<file path="src/rtl/pipeline_pkg.sv">
// rtl/pipeline_pkg.sv - shared pipeline control constants, types and helpers
package pipeline_pkg;

   // Width of the T_use / T_new timing fields
   localparam int TW = 3;

   // T_use value meaning "operand not read by this instruction"
   localparam logic [TW-1:0] T_UNUSED = 3'd7;

   // Default md unit latencies in cycles after the issuing edge
   localparam int MULT_CYCLES = 5;
   localparam int DIV_CYCLES  = 10;

   // Exception entry point, shared with the pipeline registers' ReqClr path
   localparam logic [31:0] EXC_VECTOR_PC = 32'h0000_4180;

   typedef enum logic {
      MD_IDLE = 1'b0,
      MD_BUSY = 1'b1
   } md_state_e;

   // Timer width wide enough for the longer latency, never below 4 bits
   function automatic int md_timer_width(input int mult_cycles, input int div_cycles);
      int longest;
      int w;
      longest = (mult_cycles > div_cycles) ? mult_cycles : div_cycles;
      w = $clog2(longest + 1);
      return (w < 4) ? 4 : w;
   endfunction

endpackage

</file>
<file path="src/rtl/md_busy_timer.sv">
// rtl/md_busy_timer.sv - load/decrement busy timer for the mult/div unit
module md_busy_timer
   import pipeline_pkg::*;
#(
   parameter int MULT_CYCLES = pipeline_pkg::MULT_CYCLES,
   parameter int DIV_CYCLES  = pipeline_pkg::DIV_CYCLES
) (
   input  logic clk,
   input  logic reset,
   input  logic i_md_start,
   input  logic i_md_is_div,
   input  logic i_flush,
   output logic o_md_busy
);

   localparam int MD_W = md_timer_width(MULT_CYCLES, DIV_CYCLES);

   md_state_e         r_state;
   md_state_e         w_state_nxt;
   logic [MD_W-1:0]   r_timer;
   logic [MD_W-1:0]   w_timer_nxt;

   // State and timer registers; reset clears the timer without waiting for clk
   always_ff @(posedge clk or negedge reset) begin
      if (!reset) begin
         r_state <= MD_IDLE;
         r_timer <= '0;
      end else begin
         r_state <= w_state_nxt;
         r_timer <= w_timer_nxt;
      end
   end

   // Load on a start that is not being flushed; starts while busy are ignored
   always_comb begin
      w_state_nxt = r_state;
      w_timer_nxt = r_timer;
      case (r_state)
         MD_IDLE: begin
            if (i_md_start && !i_flush) begin
               w_timer_nxt = i_md_is_div ? MD_W'(DIV_CYCLES) : MD_W'(MULT_CYCLES);
               w_state_nxt = MD_BUSY;
            end
         end
         MD_BUSY: begin
            w_timer_nxt = r_timer - MD_W'(1);
            if (r_timer == MD_W'(1)) begin
               w_state_nxt = MD_IDLE;
            end
         end
         default: begin
            w_state_nxt = MD_IDLE;
            w_timer_nxt = '0;
         end
      endcase
   end

   assign o_md_busy = (r_timer != '0);

endmodule

</file>
<file path="src/rtl/pipeline_ctrl.sv">
// rtl/pipeline_ctrl.sv - stall/flush scheduler and stall counter for the 5-stage pipeline
module pipeline_ctrl
   import pipeline_pkg::*;
#(
   parameter int MULT_CYCLES = pipeline_pkg::MULT_CYCLES,
   parameter int DIV_CYCLES  = pipeline_pkg::DIV_CYCLES,
   parameter int TW          = pipeline_pkg::TW,
   parameter int CNT_W       = 32
) (
   input  logic             clk,
   input  logic             reset,
   input  logic [4:0]       d_rs,
   input  logic [4:0]       d_rt,
   input  logic [TW-1:0]    d_tuse_rs,
   input  logic [TW-1:0]    d_tuse_rt,
   input  logic             d_is_md,
   input  logic [4:0]       e_dst,
   input  logic [TW-1:0]    e_tnew,
   input  logic [4:0]       m_dst,
   input  logic [TW-1:0]    m_tnew,
   input  logic             e_md_start,
   input  logic             e_md_is_div,
   input  logic             exc_req,
   output logic             en_pc,
   output logic             en_fd,
   output logic             clr_de,
   output logic             req_clr,
   output logic             md_busy,
   output logic [CNT_W-1:0] stall_cnt
);

   logic             w_md_busy;
   logic             w_stall_rs;
   logic             w_stall_rt;
   logic             w_stall_md;
   logic             w_stall;
   logic [CNT_W-1:0] r_stall_cnt;

   md_busy_timer #(
      .MULT_CYCLES (MULT_CYCLES),
      .DIV_CYCLES  (DIV_CYCLES)
   ) u_md_busy_timer (
      .clk         (clk),
      .reset       (reset),
      .i_md_start  (e_md_start),
      .i_md_is_div (e_md_is_div),
      .i_flush     (exc_req),
      .o_md_busy   (w_md_busy)
   );

   // Operand hazards: a producer stalls D only when its result arrives later than D needs it
   always_comb begin
      w_stall_rs = (d_rs != 5'd0) &&
                   (((d_rs == e_dst) && (e_tnew > d_tuse_rs)) ||
                    ((d_rs == m_dst) && (m_tnew > d_tuse_rs)));
      w_stall_rt = (d_rt != 5'd0) &&
                   (((d_rt == e_dst) && (e_tnew > d_tuse_rt)) ||
                    ((d_rt == m_dst) && (m_tnew > d_tuse_rt)));
      w_stall_md = d_is_md && (w_md_busy || e_md_start);
      // Held reset forces a clean, non-stalling pipeline
      w_stall    = reset && (w_stall_rs || w_stall_rt || w_stall_md);
   end

   // Pipeline register controls; an exception flush overrides any stall
   always_comb begin
      en_pc   = 1'b1;
      en_fd   = 1'b1;
      clr_de  = 1'b0;
      req_clr = 1'b0;
      if (exc_req) begin
         req_clr = 1'b1;
      end else if (w_stall) begin
         en_pc  = 1'b0;
         en_fd  = 1'b0;
         clr_de = 1'b1;
      end
   end

   // Stall performance counter; flushed cycles are not counted as stalls
   always_ff @(posedge clk or negedge reset) begin
      if (!reset) begin
         r_stall_cnt <= '0;
      end else if (w_stall && !exc_req) begin
         r_stall_cnt <= r_stall_cnt + CNT_W'(1);
      end
   end

   assign md_busy   = w_md_busy;
   assign stall_cnt = r_stall_cnt;

endmodule

</file>
<file path="config.mk">
export PLATFORM = sky130hd
export DESIGN_NAME = pipeline_ctrl
export DESIGN_NICKNAME = d
export VERILOG_FILES = /design/src/rtl/pipeline_pkg.sv /design/src/rtl/md_busy_timer.sv /design/src/rtl/pipeline_ctrl.sv
export SDC_FILE = /design/constraint.sdc
export NUM_CORES = 1
export LEC_CHECK = 0
export ABC_AREA = 1
export BUFFER_PORTS_ARGS = -buffer_cell sky130_fd_sc_hd__buf_2
export CAP_MARGIN = 10
export CORE_MARGIN = 4
export CORE_UTILIZATION = 49
export CTS_CLUSTER_SIZE = 24
export DETAILED_ROUTE_END_ITERATION = 8
export GPL_TIMING_DRIVEN = 0
export PLACE_DENSITY = 0.75
export SLEW_MARGIN = 10
export SYNTH_ARGS = -nofsm -noshare
export SYNTH_HDL_FRONTEND = slang
export SYNTH_SLANG_ARGS = --single-unit
</file>
<file path="constraint.sdc">
create_clock -name clk -period 2.11 [get_ports clk]
set_input_delay 0.422 -clock clk [delete_from_list [all_inputs] [get_ports clk]]
set_output_delay 0.422 -clock clk [all_outputs]
set_load 0.05 [all_outputs]
</file>
==> impl_metrics.csv <==
group,metric,value,unit
floorplanning,io_pins,75,
timing,final_max_slew_viol_count,0,
layout,layout.cells.most_common_list,"nand2_1 (170), buf_2 (76), inv_1 (61)",
timing,setup_viol,3,
synth,syn_inst,489,
clocking,htree_levels,2,
grt,grt_first_pass_wirelength,14940,um
placement,io_buffers,74,
routing,viasPerCell,5.286,
outcome,violations,"negative setup slack",
worst_setup_path,start_kind,"input pin",
floorplanning,initial_core_util,50.32,%
synth,ys_seq_area_share,29.15,%
synth,yosys-top-cells-area,"dfrtp_1 (29%), nand2_1 (21%), nand4_1 (8.1%)",
clocking,clk_latency,0.30,ns
timing,hold_violations,0,
worst_setup_path,crit_type,"in2out",
synth,syn_nets,543,
synth,syn_area,3177,um^2
routing,antenna_left,0,
flow_run,drv_cap,0,
floorplanning,die-area,7836,um^2
placement,dp_cells,640,
grt,grtUsageTotal,24.00,%
routing,drt_iter0_drc,270,
layout,antennaDiodeCount,0,
worst_setup_path,worstPathMaxFanout,6,
grt,antenna_found_initial,0,
timing,max_freq,0.4125,GHz
synth,ys_ff_latch,37,
timing,skew,0.009831,ns
power_and_ir_drop,p_per_area,584.9,nW/um^2
layout,final_area,3938,um^2
clocking,cts_tree,"built",
timing,relSlewSlack,61.71,%
grt,grt_pass1_vias,3301,
clocking,clk_path_buf_depth,2,
layout,final_util,62.37,%
clocking,cts_hold_buf,0,
worst_setup_path,crit_required,1.69,ns
synth,synth_cell_types,27,
worst_setup_path,crit_arrival,2.00,ns
timing,worstMarginPinSlew,0.5744,ns
floorplanning,die_h,88.52,um
layout,drive_above_1_share,22.05,%
synth,yosysTopAreaCell,"dfrtp_1",
floorplanning,num_rows,29,
clocking,root_buffer,"clkbuf_8",
routing,totalWireLength,8840,um
floorplanning,coreArea,6314,um^2
layout,final_common_cell,"nand2_1",
timing,fin_crit,2.424,ns
outcome,status,"complete, but fails checks",
placement,placed_area,3711,um^2
clocking,numCtsBuffers,5,
grt,overflow,0,
routing,vias,3452,
routing,dr.pass1.iters,5,
power_and_ir_drop,ir_drop,0.6034,mV
layout,fin_cells,653,
layout,synthToLayoutAreaGrowth,23.95,%
timing,fin_crit_sh,114.9,%
timing,fin_ws,-0.3142,ns
routing,wl_per_cell,13.54,um
synth,netlist.area_leader.share,29.15,%
clocking,cts.sinks,37,
grt,grt_max_degree,39,
floorplanning,die_x,88.52,um
timing,rsz0062_at_grt,"true",
clocking,clk_pin_slew,0.07,ns
synth,avgSynthCellArea,6.497,um^2
power_and_ir_drop,leakagePower,0.002120,uW
worst_setup_path,reg2reg_depth,8,
placement,dp_hpwl,6795,um
min_path,hold_path.class,"in2async",
placement,gp_congestion,0.9208,
worst_setup_path,crit_path_end_kind,"primary output",
routing,drc,0,
synth,yosys_warnings,0,
placement,preCtsSetupSlack,-0.5039,ns
layout,nNetsFinal,629,
metrics by stage:
step | hold slack [ns] | TNS, ns | total power, uW
detailed placement | 0.5077 | -5.711 | 1722
finish | 0.08583 | -0.8543 | 2303
floorplan | 0.1264 | -0.1548 | 1482
global route | 0.1219 | -1.035 | 2463
CTS | 0.1067 | -0.8740 | 2308
global placement | 0.4971 | -4.564 | 1685
Yosys cell counts (all sizes together):
library cell / n
xnor2: 15
inv: 67
and3: 1
o21ai: 3
nor4: 1
dfrtp: 37
clkbuf: 6
nand3: 30
ha: 16
nand3b: 4
a21oi: 7
clkinv: 1
nand2: 175
xor2: 10
nor3: 16
buf: 9
nand4: 41
nor2: 50
path summary, 6_finish.rpt:
path                                          from                         end  slack, ns
max                                   d_tuse_rs[2]                       en_pc      -0.31
min                                          reset               stall_cnt[30]       0.09
max reg2reg                           stall_cnt[0]               stall_cnt[10]       0.20
min reg2reg                u_md_busy_timer.r_state  u_md_busy_timer.r_timer[0]       0.52
max in group asynchronous                    reset     u_md_busy_timer.r_state       1.67
min in group clk           u_md_busy_timer.r_state  u_md_busy_timer.r_timer[0]       0.52
final cells by class:
type,instances,area [um^2]
clock inverter,1,5.005
inverter,68,262.8
sequential,37,925.9
buffer,15,91.34
clock buffer,7,96.34
timing repair buffer,79,436.7
fill,613,2376
tap,77,96.34
multi-input combinational,369,2023
power by group:
| part | total, uW | leakage, uW | switching, uW | internal [uW] |
|---|---|---|---|---|
| Combinational | 848 | 0.00157 | 557 | 290 |
| Sequential | 898 | 0.000499 | 108 | 790 |
| Clock | 557 | 0.0000542 | 262 | 295 |
registers in the layout (all words and copies together) (netlist names):
name	cells
u_md_busy_timer.r_state	1
u_md_busy_timer.r_timer	4
stall_cnt	32
timing repair:
| item | in CTS | in global routing |
|---|---|---|
| resized for setup | 13 | 6 |
| hold endpoints to repair | 0 | 0 |
| pin swaps | 8 | 4 |
| setup endpoints to repair | 3 | 5 |
| buffers inserted | 4 | 1 |
worst max-delay path: stages:
cell	delay [ns]
buf_6	0.08
clkinvlp_4	0.11
ha_4	0.30
nand2_2	0.04
nor2_1	0.10
nor2_1	0.07
nor2_1	0.08
nand2_1	0.07
nand2_2	0.07
nand2_2	0.06
nand3_4	0.10
nand3_4	0.09
buf_12	0.16
buf_6	0.11
buf_8	0.14
layer usage:
| metal | track usage [%] | up-vias | share of wire [%] |
|---|---|---|---|
| met1 | 31.76 | 1586 | 43 |
| met4 | 8.929 | 0 | 1.9 |
| met2 | 39.63 | 117 | 49 |
| met5 | 0 | - | 0 |
| li1 | - | 1726 | - |
| met3 | 3.724 | 23 | 6.6 |
cell families after synthesis:
group / after synthesis / share of synthesized area [%]
compound gates: 10 / 1.575
fa+ha+maj: 16 / 6.302
simple gates: 318 / 45.77
flops: 37 / 29.15
buf+inv: 83 / 10.32
xor+xnor: 25 / 6.892
Note: power is estimated with default switching activity, not from simulation.
